===== src/rtl/apu_pkg.sv =====
// Shared constants and state types for the APU host-UART front end.
package apu_pkg;

    localparam int unsigned NUM_REGS = 24;
    localparam int unsigned ADDR_W   = 6;

    // Register indices, offsets from $4000
    localparam logic [ADDR_W-1:0] SQ1_VOL   = 6'd0;
    localparam logic [ADDR_W-1:0] SQ1_SWEEP = 6'd1;
    localparam logic [ADDR_W-1:0] SQ1_LO    = 6'd2;
    localparam logic [ADDR_W-1:0] SQ1_HI    = 6'd3;
    localparam logic [ADDR_W-1:0] SQ2_VOL   = 6'd4;
    localparam logic [ADDR_W-1:0] SQ2_SWEEP = 6'd5;
    localparam logic [ADDR_W-1:0] SQ2_LO    = 6'd6;
    localparam logic [ADDR_W-1:0] SQ2_HI    = 6'd7;
    localparam logic [ADDR_W-1:0] TRI_LINEAR = 6'd8;
    localparam logic [ADDR_W-1:0] TRI_UNUSED = 6'd9;
    localparam logic [ADDR_W-1:0] TRI_LO    = 6'd10;
    localparam logic [ADDR_W-1:0] TRI_HI    = 6'd11;
    localparam logic [ADDR_W-1:0] NOI_VOL   = 6'd12;
    localparam logic [ADDR_W-1:0] NOI_UNUSED = 6'd13;
    localparam logic [ADDR_W-1:0] NOI_LO    = 6'd14;
    localparam logic [ADDR_W-1:0] NOI_HI    = 6'd15;
    localparam logic [ADDR_W-1:0] DMC_FREQ  = 6'd16;
    localparam logic [ADDR_W-1:0] DMC_RAW   = 6'd17;
    localparam logic [ADDR_W-1:0] DMC_START = 6'd18;
    localparam logic [ADDR_W-1:0] DMC_LEN   = 6'd19;
    localparam logic [ADDR_W-1:0] STATUS    = 6'd21;
    localparam logic [ADDR_W-1:0] FRAME     = 6'd23;

    typedef enum logic [2:0] {
        RX_ARM,
        RX_IDLE,
        RX_START,
        RX_DATA,
        RX_STOP
    } rx_state_e;

    typedef enum logic {
        WAIT_DATA,
        HAVE_DATA
    } dec_state_e;

endpackage


===== src/rtl/apu_uart_decoder_uart_rx.sv =====
// 8N1 UART receiver: 2-FF synchronizer, arm-after-idle guard, centre sampling.
module uart_rx #(
    parameter int unsigned CLK_HZ = 12_000_000,
    parameter int unsigned BAUD   = 9_600
) (
    input  logic       clk,
    input  logic       rst,
    input  logic       rx,
    output logic       rx_valid,
    output logic [7:0] rx_byte,
    output logic       frame_err
);
    import apu_pkg::*;

    localparam int unsigned BIT_CYC  = CLK_HZ / BAUD;
    localparam int unsigned HALF_CYC = BIT_CYC / 2;
    localparam int unsigned CNT_W    = $clog2(BIT_CYC);
    localparam logic [CNT_W-1:0] BIT_LAST  = CNT_W'(BIT_CYC - 1);
    localparam logic [CNT_W-1:0] HALF_LAST = CNT_W'(HALF_CYC - 1);
    localparam logic [CNT_W-1:0] CNT_MAX   = '1;

    logic             rx_meta;
    logic             rx_sync;
    rx_state_e        state;
    rx_state_e        state_next;
    logic [CNT_W-1:0] cnt;
    logic [CNT_W-1:0] cnt_next;
    logic [2:0]       bit_idx;
    logic [2:0]       bit_idx_next;
    logic [7:0]       shreg;
    logic [7:0]       shreg_next;
    logic             valid_next;
    logic             ferr_next;
    logic [7:0]       byte_next;

    // Synchronizer resets to the idle level so reset release looks like a quiet line
    always_ff @(posedge clk or posedge rst) begin
        if (rst) begin
            rx_meta <= 1'b1;
            rx_sync <= 1'b1;
        end else begin
            rx_meta <= rx;
            rx_sync <= rx_meta;
        end
    end

    always_ff @(posedge clk or posedge rst) begin
        if (rst) begin
            state     <= RX_ARM;
            cnt       <= '0;
            bit_idx   <= '0;
            shreg     <= '0;
            rx_valid  <= 1'b0;
            rx_byte   <= '0;
            frame_err <= 1'b0;
        end else begin
            state     <= state_next;
            cnt       <= cnt_next;
            bit_idx   <= bit_idx_next;
            shreg     <= shreg_next;
            rx_valid  <= valid_next;
            rx_byte   <= byte_next;
            frame_err <= ferr_next;
        end
    end

    always_comb begin
        state_next   = state;
        cnt_next     = (cnt == CNT_MAX) ? cnt : cnt + CNT_W'(1);
        bit_idx_next = bit_idx;
        shreg_next   = shreg;
        valid_next   = 1'b0;
        ferr_next    = 1'b0;
        byte_next    = rx_byte;

        case (state)
            RX_ARM: begin
                if (!rx_sync) begin
                    cnt_next = '0;
                end else if (cnt == BIT_LAST) begin
                    cnt_next   = '0;
                    state_next = RX_IDLE;
                end
            end
            RX_IDLE: begin
                cnt_next = '0;
                if (!rx_sync) begin
                    state_next = RX_START;
                end
            end
            RX_START: begin
                if (cnt == HALF_LAST) begin
                    cnt_next     = '0;
                    bit_idx_next = '0;
                    state_next   = rx_sync ? RX_IDLE : RX_DATA;
                end
            end
            RX_DATA: begin
                if (cnt == BIT_LAST) begin
                    cnt_next     = '0;
                    shreg_next   = {rx_sync, shreg[7:1]};
                    bit_idx_next = bit_idx + 3'd1;
                    if (bit_idx == 3'd7) begin
                        state_next = RX_STOP;
                    end
                end
            end
            RX_STOP: begin
                if (cnt == BIT_LAST) begin
                    cnt_next = '0;
                    if (rx_sync) begin
                        valid_next = 1'b1;
                        byte_next  = shreg;
                        state_next = RX_IDLE;
                    end else begin
                        ferr_next  = 1'b1;
                        state_next = RX_ARM;
                    end
                end
            end
            default: begin
                cnt_next   = '0;
                state_next = RX_ARM;
            end
        endcase
    end

endmodule


===== src/rtl/apu_uart_decoder.sv =====
// Host UART front end of the APU: pairs data/address bytes into register writes.
module apu_uart_decoder #(
    parameter int unsigned CLK_HZ      = 12_000_000,
    parameter int unsigned BAUD        = 9_600,
    parameter int unsigned NUM_REGS    = apu_pkg::NUM_REGS,
    parameter int unsigned TIMEOUT_CYC = 24_000
) (
    input  logic       clk,
    input  logic       rst,
    input  logic       rx,
    output logic       wr_en,
    output logic [5:0] wr_addr,
    output logic [7:0] wr_data,
    output logic       rx_valid,
    output logic [7:0] rx_byte,
    output logic       frame_err,
    output logic       seq_err,
    output logic       range_err
);
    import apu_pkg::*;

    localparam int unsigned TIMER_W = $clog2(TIMEOUT_CYC + 1);
    localparam logic [TIMER_W-1:0] TIMER_LAST = TIMER_W'(TIMEOUT_CYC);

    dec_state_e         state;
    dec_state_e         state_next;
    logic [6:0]         held;
    logic [6:0]         held_next;
    logic [TIMER_W-1:0] timer;
    logic [TIMER_W-1:0] timer_next;
    logic               wr_en_next;
    logic [ADDR_W-1:0]  wr_addr_next;
    logic [7:0]         wr_data_next;
    logic               seq_err_next;
    logic               range_err_next;
    logic [ADDR_W-1:0]  idx;
    logic               idx_ok;
    logic               is_addr;

    uart_rx #(
        .CLK_HZ (CLK_HZ),
        .BAUD   (BAUD)
    ) u_rx (
        .clk       (clk),
        .rst       (rst),
        .rx        (rx),
        .rx_valid  (rx_valid),
        .rx_byte   (rx_byte),
        .frame_err (frame_err)
    );

    assign is_addr = rx_byte[7];
    assign idx     = rx_byte[6:1];
    assign idx_ok  = 32'(idx) < NUM_REGS;

    always_ff @(posedge clk or posedge rst) begin
        if (rst) begin
            state     <= WAIT_DATA;
            held      <= '0;
            timer     <= '0;
            wr_en     <= 1'b0;
            wr_addr   <= '0;
            wr_data   <= '0;
            seq_err   <= 1'b0;
            range_err <= 1'b0;
        end else begin
            state     <= state_next;
            held      <= held_next;
            timer     <= timer_next;
            wr_en     <= wr_en_next;
            wr_addr   <= wr_addr_next;
            wr_data   <= wr_data_next;
            seq_err   <= seq_err_next;
            range_err <= range_err_next;
        end
    end

    always_comb begin
        state_next     = state;
        held_next      = held;
        timer_next     = (timer == TIMER_LAST) ? timer : timer + TIMER_W'(1);
        wr_en_next     = 1'b0;
        wr_addr_next   = wr_addr;
        wr_data_next   = wr_data;
        seq_err_next   = 1'b0;
        range_err_next = 1'b0;

        case (state)
            WAIT_DATA: begin
                timer_next = '0;
                if (rx_valid) begin
                    if (is_addr) begin
                        seq_err_next = 1'b1;
                    end else begin
                        held_next  = rx_byte[6:0];
                        state_next = HAVE_DATA;
                    end
                end
            end
            HAVE_DATA: begin
                // An arriving byte takes priority over a timeout on the same cycle
                if (rx_valid) begin
                    timer_next = '0;
                    if (is_addr) begin
                        state_next = WAIT_DATA;
                        if (idx_ok) begin
                            wr_en_next   = 1'b1;
                            wr_addr_next = idx;
                            wr_data_next = {rx_byte[0], held};
                        end else begin
                            range_err_next = 1'b1;
                        end
                    end else begin
                        seq_err_next = 1'b1;
                        held_next    = rx_byte[6:0];
                    end
                end else if (timer == TIMER_LAST) begin
                    seq_err_next = 1'b1;
                    held_next    = '0;
                    timer_next   = '0;
                    state_next   = WAIT_DATA;
                end
            end
            default: begin
                timer_next = '0;
                state_next = WAIT_DATA;
            end
        endcase
    end

endmodule


===== config.mk =====
export PLATFORM = sky130hd
export DESIGN_NAME = apu_uart_decoder
export DESIGN_NICKNAME = d
export VERILOG_FILES = /design/src/rtl/apu_pkg.sv /design/src/rtl/apu_uart_decoder_uart_rx.sv /design/src/rtl/apu_uart_decoder.sv
export SDC_FILE = /design/constraint.sdc
export NUM_CORES = 1
export LEC_CHECK = 0
export CAP_MARGIN = 15
export CORE_ASPECT_RATIO = 0.7
export CORE_MARGIN = 4
export CORE_UTILIZATION = 53
export DETAILED_ROUTE_END_ITERATION = 7
export DONT_BUFFER_PORTS = 1
export HOLD_SLACK_MARGIN = 0.06
export MAX_ROUTING_LAYER = met4
export PLACE_DENSITY_LB_ADDON = 0.3
export SYNTH_ARGS = -nofsm -noshare
export SYNTH_HDL_FRONTEND = slang
export SYNTH_SLANG_ARGS = --single-unit

===== constraint.sdc =====
create_clock -name clk -period 7.1 [get_ports clk]
set_input_delay 1.065 -clock clk [delete_from_list [all_inputs] [get_ports clk]]
set_output_delay 1.065 -clock clk [all_outputs]
set_load 0.01 [all_outputs]

# After elaboration in Yosys (flattened, before gate mapping)
# Cells that the tools add are included.
op_classes:
  n_addsub: 3
  magnitude_cmp: 1
  eq_ne: 18
  muxes: 50
  bitwise_logic: 1
  n_reduce_logical: 9
ops:
  columns: ["operator", "n"]
  rows:
  - ["2-to-1 mux 11 bit", 4]
  - ["one-hot mux 11 bit (3 select lines)", 1]
  - ["2-to-1 mux 15 bit", 2]
  - ["one-hot mux 15 bit (2 select lines)", 1]
  - ["2-to-1 mux 7 bit", 4]
  - ["2-to-1 mux 3 bit", 9]
  - ["2-to-1 mux 1 bit", 23]
  - ["equality test 11 bit, second input constant", 2]
  - ["adder 15 x 1 -> 15 bit, second input constant", 1]
  - ["equality test 15 bit, second input constant", 1]
  - ["one-hot mux 3 bit (5 select lines)", 1]
  - ["!= test 2 x 1 -> 1 bit, second input constant", 7]
  - ["one-hot mux 7 bit (2 select lines)", 1]
  - ["adder 11 x 1 -> 11 bit, second input constant", 1]
  - ["equality test 11 x 10 -> 1 bit, second input constant", 1]
  - ["AND reduction 7 bit", 1]
  - ["equality test 3 x 2 -> 1 bit, second input constant", 2]
  - ["equality test 3 bit, second input constant", 2]
  - ["less-than comparator 6 x 5 -> 1 bit, second input constant", 1]
  - ["one-hot mux 3 bit (2 select lines)", 1]
  - ["AND reduction 3 bit", 2]
  - ["one-hot mux 1 bit (2 select lines)", 2]
  - ["AND reduction 2 bit", 2]
  - ["AND reduction 4 bit", 1]
  - ["9 further kinds", 9]
word_totals:
  regBits: 77
  in_bits: 3
  output_inout_bits: 27
  elab_cells: 99

# Logic depth before layout (Yosys ltp)
# Gate-level depths: netlist of the first run.
depth:
  depth_word: 5
  depth_mapped: 8
  ltp_nobuf: 6

# Cells and area by module
# From an unflattened synthesis of the first run, not the netlist that was laid out.
hier_totals:
  hier_cells: 303
  hier_area_um2: 3599.7
modules_own_cells:
  columns: ["module", "instances", "cells_each", "area_each_um2", "seq_area_each_um2"]
  rows:
  - ["uart_rx", 1, 164, 1834.3, 928.4]
  - ["apu_uart_decoder", 1, 139, 1765.4, 1001.0]

# Least setup slack after synthesis of the first run
# No wires, ideal clock.
synth_path:
  path_kind: "flip-flop to flip-flop"
  from: "register u_rx.cnt[2]"
  to: "register u_rx.rx_byte[0]"
  setup_time_ps: 125
  arrival_ps: 2037
  t_required_ps: 6975
  slack_ps: 4938
  path_stages_with_launch: 6
  path_buffers: 1
  synth_period_minus_slack_ps: 2162
  cell_sequence: "dfrtp_1 > or3_4 > or3_1 > buf_6 > nor3_4 > mux2_2"
synth_via:
  elab_chain_cells: 2
synth_lines:
  columns: ["element", "line", "text"]
  rows:
  - ["start, declared", "apu_uart_decoder_uart_rx.sv:26", "logic [CNT_W-1:0] cnt;"]
  - ["start signal, assigned", "apu_uart_decoder_uart_rx.sv:58", "cnt <= cnt_next;"]
  - ["equality test 11 bit", "apu_uart_decoder_uart_rx.sv:109", "if (cnt == BIT_LAST) begin"]
  - ["AND reduction 3 bit (no line)", null, null]
  - ["end signal, assigned", "apu_uart_decoder_uart_rx.sv:62", "rx_byte <= byte_next;"]
  - ["end, declared", "apu_uart_decoder_uart_rx.sv:10", "output logic [7:0] rx_byte,"]
# Every way passes these cells.
# A chain may end at the register's enable or synchronous reset.

# Worst setup path in the final report of the first run
layout_path:
  from: "register u_rx.cnt[0]"
  to: "register u_rx.cnt[8]"
layout_via:
  elab_chain_cells: 5
  word_cells_on_any_way: 9
  cone_classes: "add/sub: 1; eq/ne: 3; mux: 5"
layout_lines:
  columns: ["element", "line", "text"]
  rows:
  - ["adder 11 x 1 -> 11 bit or equality test 11 bit (tied branches)", "apu_uart_decoder_uart_rx.sv:69", "cnt_next = (cnt == CNT_MAX) ? cnt : cnt + CNT_W'(1);"]
  - ["2-to-1 mux 11 bit", "apu_uart_decoder_uart_rx.sv:69", null]
  - ["2-to-1 mux 11 bit", "apu_uart_decoder_uart_rx.sv:80, apu_uart_decoder_uart_rx.sv:99, apu_uart_decoder_uart_rx.sv:109", null]
  - ["2-to-1 mux 11 bit", "apu_uart_decoder_uart_rx.sv:78", "if (!rx_sync) begin"]
  - ["one-hot mux 11 bit (3 select lines) *", "apu_uart_decoder_uart_rx.sv:76", "case (state)"]
  - ["named net u_rx.cnt_next[8]", "apu_uart_decoder_uart_rx.sv:27", "logic [CNT_W-1:0] cnt_next;"]
# Mark *: on every way through the listed nets, which the timed path passes. The rest lies on a longest branch.

==> summary.md, run 1 <==
| Metric | Value |
|---|---|
| Met3 Usage GRT | `5.33%` |
| Setup TNS | `0 ps` |
| Net Switching | `182 uW` |
| First DRT Iteration DRCs | `about 130` |
| Die Area | `7890 um2` |
| Synthesis-to-layout area growth | `7.75%` |
| Gpl congestion | `0.875` |
| Combinational share of power | `2.1%` |
| Synth Instances | `between 200 and 300` |
| Final Cycle Share | `34.8%` |
| Max FO, Critical Path | `11` |
| Post-synthesis cell area | `3450 um2` |
| Chip height | `~76 um` |
| Register-to-Register Path Depth | `6` |
| Post-Route WL | `6.08 mm` |
| Final Hold Fails | `0` |
| Register area share after synthesis | `55.9%` |
| R2r setup slk | `4630 ps` |
| Pre-antenna DRT Iters | `4` |
| Clock transition at the registers of the reported paths | `80 ps` |
| Post-route DRC | `0` |
| Vias | `~2200` |
| Final Max Slew Viols | `0` |
| CTS tree | `done` |
| Most frequent cells in the layout | `dfrtp_1 (75), nor2_1 (33), mux2_2 (29), xnor2_1 (12), mux2i_1 (12)` |
| Cts hold-fix bufs | `0` |
| Die Span X | `104 um` |
| H-tree depth | `3` |
| CP Capture Type | `flop` |
| Total track usage | `17.0%` |
| Internal Power | `612 uW` |
| Num ports | `30` |
| Critical path startpoint | `u_rx.cnt[0]` |
| Fin util | `between 50 and 60%` |
| Vias in the first global route | `2057` |
| Post CTS Setup Buffer Count | `0` |
| Worst r2r src | `u_rx.cnt[0]` |
| Cell variety after synth | `47` |
| Fmax | `~400 MHz` |
| Clock Sinks | `77` |
| P_leak | `between 0.0015 and 0.002 uW` |
| RSZ-0062 raised after global routing | `false` |
| Synth top area share | `54.3%` |
| Final setup fails | `0` |
| Worst EP arrival | `~2600 ps` |
| Register share of total power | `between 50 and 60%` |
| Synth Area per Inst | `11.9 um2` |
| GRT overflow | `0` |
| Met2 usage | `between 20% and 30%` |
| Ant diodes | `0` |
| Setup WS post-layout | `4630 ps` |
| Switching portion of total power | `23.0%` |
| Wire length per cell | `about 16 um` |
| Period minus WS final | `2470 ps` |
| Hold Slack | `359 ps` |
| CORE AREA | `approximately 6300 um2` |
| Share of cells above drive strength 1 | `18.8%` |
| Crit path required time | `7270 ps` |
| Yosys reg bits | `77` |
| Clk buf depth | `2` |
| Outcome | `finished, final reports clean` |
| Post-cts resize count | `0` |
| IO Port Bufs | `0` |
| Grt met1 use | `24.3%` |
| Total CTS buffers | `9` |
| Yosys warns | `0` |
| Post-synth EDFFs | `0` |
| Worst VDD drop | `0.197 mV` |
| Vias per inst | `5.75` |
| Clk_lat worst skew | `340 ps` |
| GR peak layer | `met1` |
| Filler instances | `just over 500` |
| Worst-margin pin slew | `between 900 and 1000 ps` |
| Commonest non-fill, non-tap cell in the layout | `dfrtp_1` |
| Multi-input gate area | `1440 um2` |
| Cell Pwr Density | `about 210 nW/um2` |
| Reg2reg end | `u_rx.cnt[8]` |
| Synth area leader | `dfrtp_1` |
| Clock share of power | `42.1%` |
| Hold Path Stages | `0` |
| Clock Tree Root | `clkbuf_8` |
| Asr flop ratio synth | `100%` |
| Worst slack, placed | `roughly 4600 ps` |
| Final setup skew | `9.84 ps` |
| Max transition margin | `37.7%` |
| HPWL after DPL | `4.20 mm` |
| Sequential cell area | `1930 um2` |
| First-pass GRT wire length | `10.2 mm` |
| Starting Density | `55.0%` |
| Top cells by area, synth | `dfrtp_1 (54%), mux2_2 (9.5%), nor2_1 (3.6%)` |
| Syn Nets | `300` |
| Row cnt | `24` |
| CP Launch Type | `flop` |
| Initial antenna violation count | `0` |
| Max Cap Viol | `0` |
| Largest net degree at the start of global routing | `78` |
| Critical path class | `flop to flop` |
| Worst min path class | `flop to flop` |
| Nets | `roughly 300` |
| Ys flop type | `dfrtp_1` |
| Detail Route Antenna Nets | `0` |
| End of the critical path | `u_rx.cnt[8]` |
## how the worst min path moves through the flow
stage            startpoint           end
2_1_floorplan  u_rx.rx_meta  u_rx.rx_sync
3_3_place_gp   u_rx.rx_meta  u_rx.rx_sync
3_5_place_dp   u_rx.rx_meta  u_rx.rx_sync
4_1_cts        u_rx.rx_meta  u_rx.rx_sync
5_1_grt        u_rx.rx_meta  u_rx.rx_sync
6_report       u_rx.rx_meta  u_rx.rx_sync
## area by class of cell
type / count / area share, %
sequential: 77 / 51.8
multi-input combinational: 193 / 38.7
clock buffer: 9 / 3.33
tap: 78 / 2.62
clock inverter: 7 / 2.15
inverter: 11 / 1.11
timing repair buffer: 1 / 0.202
## power groups by stage
stage	Combinational [uW]	Clock, uW	Sequential [uW]
after floorplan	13.3	0	451
final	16.4	335	443
after detailed placement	17.1	0	452
after global placement	17.0	0	452
after global routing	19.7	362	443
after CTS	17.2	344	443
## worst max-delay path, cell delays in order (launching register included)
cell and delay [ps]:
dfrtp_1 450, inv_1 90, ha_1 130, nor4bb_1 520, a31oi_1 210, a22oi_1 780
a311oi_1 120
## cells in the mapped netlist (2+ instances only)
| cell type | number |
|---|---|
| inv_1 | 11 |
| xor2_1 | 4 |
| nand2b_1 | 2 |
| dfstp_2 | 2 |
| nor3_1 | 6 |
| a41oi_1 | 2 |
| o31ai_1 | 2 |
| clkbuf_1 | 8 |
| ha_1 | 7 |
| xnor2_1 | 12 |
| o21ai_0 | 5 |
| nand3_1 | 8 |
| a311oi_1 | 2 |
| nand4_1 | 6 |
| dfrtp_1 | 75 |
| and3_1 | 4 |
| a211oi_1 | 3 |
| nand3b_1 | 3 |
| a22oi_1 | 2 |
| mux2_2 | 29 |
| o2bb2ai_1 | 2 |
| nand4b_1 | 2 |
| nand2_1 | 6 |
| and2_1 | 5 |
| a31oi_1 | 3 |
| nor4_1 | 6 |
| nor2_1 | 33 |
| nor4bb_1 | 2 |
| a21oi_1 | 8 |
| o21a_1 | 2 |
| mux2i_1 | 12 |
## per-stage QoR
step | total power [uW] | area (um2) | instances
after floorplan | 464 | 3450 | 290
after global placement | 469 | 3520 | 360
after detailed placement | 469 | 3520 | 360
after CTS | 804 | 3720 | 376
after global routing | 825 | 3720 | 376
final | 794 | 3720 | 376
## flip-flops by register name, summed over array words and instances (netlist names), 3 cells and up
name / flops
timer: 15
u_rx.cnt: 11
u_rx.rx_byte: 8
u_rx.shreg: 8
wr_data: 8
held: 7
wr_addr: 6
u_rx.bit_idx: 3
u_rx.state: 3
## cells by family after synthesis
kind of cell    after synthesis  share of synthesized area, %
simple gates                 94                          15.4
flops                        77                          55.9
mux                          41                          12.9
compound gates               35                          6.81
buf+inv                      20                          2.39
xor+xnor                     16                          4.06
fa+ha+maj                     7                          2.54
## layer usage
metal  wire length [um]  part of all wire, %
met1               3240                   53
met2               2570                   42
met3                199                  3.3
met4                 76                  1.2
met5                  0                    0
Power figures use the tool's default switching activity.
==> run 2, diff against run 1 <==
Clock period 7.1 ns to 2.15 ns, I/O delays scaled along.
==> run 2 against run 1 <==
Net effect:
- global-route usage up 1.6 points
- clock-buffer cell count up 1
- first-iteration DRC count down 31%
- register-to-register slack worse by 4500 ps
- largest cell class unchanged
- worst hold slack better by 2.9 ps
- sequential power rose to 3.3 times the previous value
- total power rose to 3.5 times the previous value
- cell area up 5.5%
- critical endpoint is now u_rx.rx_byte[6]
- sequential share of layout area down 2.7 points
- clock skew down 1.2 ps
==> summary.md, run 2 (synthesis results as in run 1) <==
| Metric | Value |
|---|---|
| Most frequent cells in the layout | `dfrtp_1 (75), nor2_1 (33), mux2_2 (29), buf_4 (21)` |
| HPWL after DPL | `about 4.7 mm` |
| Biggest register | `timer` |
| Commonest non-fill, non-tap cell in the layout | `dfrtp_1` |
| Post-Route WL | `around 6.7 mm` |
| Share of cells above drive strength 1 | `24.1%` |
| Die Area | `approximately 7900 um2` |
| Die Span X | `104 um` |
| Max FO, Critical Path | `5` |
| Wire length per cell | `about 17 um` |
| Ordered cell list for the critical path | `or3_4 > or3_4 > nor3_4 > buf_4 > mux2_2` |
| IO Port Bufs | `0` |
| Row cnt | `24` |
| Fmax | `around 480 MHz` |
| Max Cap Viol | `0` |
| CP Capture Type | `flop` |
| Hold Slack | `362 ps` |
| Nets | `325` |
| Worst min path class | `flop to flop` |
| Final Cycle Share | `just under 100%` |
| Final Hold Fails | `0` |
| Pre-antenna DRT Iters | `4` |
| RSZ-0062 raised after global routing | `false` |
| Total track usage | `a little under a fifth` |
| CTS tree | `done` |
| Largest registers | `timer (15), u_rx.cnt (11)` |
| Worst-margin pin slew | `approximately 470 ps` |
| Clock Sinks | `77` |
| Largest net degree at the start of global routing | `32` |
| Detail Route Antenna Nets | `0` |
| GRT overflow | `0` |
| Flip-flop count of the largest register after layout | `15` |
| Max transition margin | `68.5%` |
| Worst VDD drop | `0.430 mV` |
| Outcome | `finished, final reports clean` |
| Clock transition at the registers of the reported paths | `~80 ps` |
| Filler instances | `494` |
| P_leak | `about 0.0019 uW` |
| CP bufs+invs | `1` |
| Final setup fails | `0` |
| H-tree depth | `3` |
| Vias in the first global route | `2181` |
| Post-route DRC | `0` |
| CORE AREA | `6280 um2` |
| Chip height | `roughly 76 um` |
| Final Power | `2760 uW` |
| Placed Cells incl. Taps | `about 380` |
| Fin util | `62.6%` |
| Vias per inst | `5.74` |
| Non-Filler Instances | `398` |
| Final Max Slew Viols | `0` |
| Num ports | `30` |
| Starting Density | `55.0%` |
| Worst EP arrival | `2310 ps` |
| First-pass GRT wire length | `roughly 11 mm` |
| Cell Pwr Density | `704 nW/um2` |
| Total CTS buffers | `9` |
| Setup TNS | `0 ps` |
| Initial antenna violation count | `0` |
| Clk buf depth | `2` |
| Period minus WS final | `2070 ps` |
| CP delay by family, top | `simple AND/OR/NAND/NOR gates` |
| Clk_lat worst skew | `350 ps` |
| First DRT Iteration DRCs | `90` |
| Critical path class | `flop to flop` |
| CP dominant cell by count | `or3_4` |
| Vias | `2286` |
| CP max stage delay | `around 430 ps` |
| Ant diodes | `0` |
| Final setup skew | `8.60 ps` |
| Synthesis-to-layout area growth | `13.7%` |
| CP Launch Type | `flop` |
| Clock Tree Root | `clkbuf_8` |
| Crit path required time | `between 2000 and 2500 ps` |
| Slowest CP cell | `or3_4` |
| Gpl congestion | `0.798` |
==> run 2: worst paths after layout <==
check / startpoint / to / slack, ps / cells after the start
setup / recovery: u_rx.cnt[2] / u_rx.rx_byte[6] / 80 / 5
hold / removal: u_rx.rx_meta / u_rx.rx_sync / 360 / 0
setup reg to reg: u_rx.cnt[2] / u_rx.rx_byte[6] / 80 / 5
hold reg to reg: u_rx.rx_meta / u_rx.rx_sync / 360 / 0
max in group asynchronous: rst / held[3] / 970 / 3
min in group asynchronous: rst / u_rx.cnt[5] / 470 / 2
==> run 2: layout make-up <==
cell class                      count  area, um2  area share [%]
Clock buffer                       10        138            3.51
Clock inverter                      6       92.6            2.36
Inverter                           11       45.0            1.15
Multi-Input combinational cell    193       1450            36.8
Sequential cell                    77       1930            49.1
Tap cell                           78       97.6            2.49
Timing Repair Buffer               23        178            4.53
==> run 2: routing by layer <==
layer	up-vias	wire length, um	global-route usage, %	share of wire, %
li1	1093	-	-	-
met1	1128	3330	25.9	50
met2	57	2970	26.5	45
met3	8	309	4.40	4.6
met4	0	56	7.52	0.84
met5	-	0	-	0
==> run 2: per-stage QoR <==
step / area (um2) / setup slack, ps
after floorplan: 3460 / 49.4
after global placement: 3650 / 41.3
after detailed placement: 3650 / 10.3
after CTS: 3910 / 42.5
after global routing: 3930 / 15.4
final: 3930 / 78.3
==> run 2: report_power, final <==
group | internal [uW] | switching, uW
sequential | 1450 | 5.89
clock | 693 | 539
combinational | 22.7 | 48.4
==> run 2: what timing repair did <==
action                                 4_1_cts  5_1_grt
pin swaps                                    1        0
gates resized for setup                      0        1
setup endpoints to repair                    3        8
endpoints found under the hold margin       18        0
hold buffers                                 2        0
setup buffers                                2        1
==> run 3, diff against run 2 <==
Settings changed: CORE_MARGIN 4 to unset.
==> run 3 against run 2 <==
Net effect:
- the flow now finishes with violations (DRC)
- sequential power about the same
- global-route usage is 1.5 points higher
- clock skew grew 3.2 ps
- utilization is 1.0 points lower
- fmax up 2.1%
- critical path type unchanged
- highest routed layer unchanged
==> summary.md, run 3 (synthesis results as in run 1) <==
| Metric | Value |
|---|---|
| Outcome | `complete, but fails checks` |
| Failing checks | `DRC` |
| Clock Sinks | `just under 80` |
| H-tree depth | `3` |
| Die Span X | `98.5 um` |
| First DRT Iteration DRCs | `113` |
| Nets | `318` |
| Worst-margin pin slew | `490 ps` |
| Share of cells above drive strength 1 | `22.4%` |
| Num ports | `30` |
| Commonest non-fill, non-tap cell in the layout | `dfrtp_1` |
| Final Max Slew Viols | `0` |
| CP Launch Type | `flop` |
| Worst r2r src | `u_rx.cnt[3]` |
| Post-Route WL | `slightly above 6 mm` |
| P_leak | `0.00181 uW` |
| Reg2reg end | `u_rx.rx_byte[1]` |
| Flip-flop count of the largest register after layout | `15` |
| Starting Density | `55.3%` |
| Critical path class | `flop to flop` |
| Worst VDD drop | `0.449 mV` |
| Clock Tree Root | `clkbuf_8` |
| GR peak layer | `met1` |
| Worst EP arrival | `2260 ps` |
| Final Hold Fails | `0` |
| Biggest register | `timer` |
| Total CTS buffers | `9` |
| First-pass GRT wire length | `10.4 mm` |
| Clk buf depth | `2` |
| Final Cell Area | `3840 um2` |
| Detail Route Antenna Nets | `0` |
| Grt met1 use | `28.7%` |
| Chip height | `69.5 um` |
| Largest registers | `timer (15), u_rx.cnt (11)` |
| Fmax | `493 MHz` |
| Setup TNS | `0 ps` |
| Initial antenna violation count | `0` |
| Post-route DRC | `2` |
| Vias | `between 2000 and 2500` |
| Crit path required time | `2380 ps` |
| Clock transition at the registers of the reported paths | `around 90 ps` |
| R2r setup slk | `roughly 120 ps` |
| CP Capture Type | `flop` |
| Synthesis-to-layout area growth | `11.3%` |
| Die Area | `~6800 um2` |
| Max transition margin | `67.3%` |
| Max Cap Viol | `0` |
| Vias in the first global route | `~2100` |
| Ant diodes | `0` |
| CORE AREA | `6250 um2` |
| Post-DP Area | `~3600 um2` |
| Pre-antenna DRT Iters | `6` |
| Met3 Usage GRT | `about 5.9%` |
| Row cnt | `24` |
| Total track usage | `20.1%` |
| Largest net degree at the start of global routing | `61` |
| IO Port Bufs | `0` |
| Hold Slack | `~360 ps` |
| Critical path startpoint | `u_rx.cnt[3]` |
| Register-to-Register Path Depth | `5` |
| Period minus WS final | `~2000 ps` |
| GRT overflow | `0` |
| Max FO, Critical Path | `9` |
| End of the critical path | `u_rx.rx_byte[1]` |
| Cell Pwr Density | `665 nW/um2` |
| HPWL after DPL | `4.24 mm` |
| Clk_lat worst skew | `350 ps` |
| Filler instances | `510` |
| Final Cycle Share | `94.4%` |
| Met2 usage | `27.5%` |
| Worst min path class | `flop to flop` |
| Gpl congestion | `~0.86` |
| Final setup skew | `11.8 ps` |
| Vias per inst | `5.74` |
| Most frequent cells in the layout | `dfrtp_1 (75), nor2_1 (33), mux2_2 (29), buf_4 (13)` |
| CTS tree | `done` |
| RSZ-0062 raised after global routing | `false` |
| Final setup fails | `0` |
| Wire length per cell | `between 15 and 20 um` |
-- run 3: per-stage QoR --
stage	total power [uW]	cells	util [%]	setup slack (ps)
after floorplan	1530	290	-	49.4
after global placement	1560	373	58.1	97.8
after detailed placement	1560	373	58.1	74.3
after CTS	2590	391	61.5	47.9
after global routing	2660	391	61.6	39.2
final	2560	391	61.6	121
-- run 3: timing repair --
item | in CTS | in global routing
hold endpoints to repair | 16 | 0
hold buffers | 2 | 0
endpoints found under the setup margin | 0 | 8
resized for setup | 0 | 1
buffers inserted | 0 | 0
-- run 3: worst min-delay path by stage --
stage / start / to / slack (ps) / cells past startpoint
floorplan: rx / u_rx.rx_meta / 330 / 0
global placement: rst / u_rx.cnt[10] / 210 / 1
detailed placement: rst / u_rx.frame_err / 210 / 1
CTS: u_rx.rx_meta / u_rx.rx_sync / 360 / 0
global route: u_rx.rx_meta / u_rx.rx_sync / 370 / 0
finish: u_rx.rx_meta / u_rx.rx_sync / 360 / 0
-- run 3: cell type report --
| class | instances | area, um2 | area share, % |
|---|---|---|---|
| clock buffer | 9 | 124 | 3.22 |
| tap | 78 | 97.6 | 2.54 |
| inverter | 11 | 45.0 | 1.17 |
| sequential | 77 | 1930 | 50.2 |
| timing repair buffer | 16 | 138 | 3.58 |
| clock inverter | 7 | 65.1 | 1.69 |
| multi-input combinational | 193 | 1450 | 37.6 |
-- run 3: worst max-delay path: stages, from the launching register on --
cell and delay, ps:
dfrtp_1 420, or3_4 410, or3_4 440, nor3_4 110
buf_4 190, mux2_2 350
-- run 3: metal layers --
layer	wire length, um	share of wire, %
met5	0	0
met2	2650	44
met4	77	1.3
met3	245	4.1
met1	3070	51
-- run 3: power by group --
| part | internal [uW] | switching [uW] |
|---|---|---|
| registers | 1450 | 6.08 |
| clock network | 447 | 578 |
| logic | 23.4 | 46.5 |
| total | 1920 | 631 |
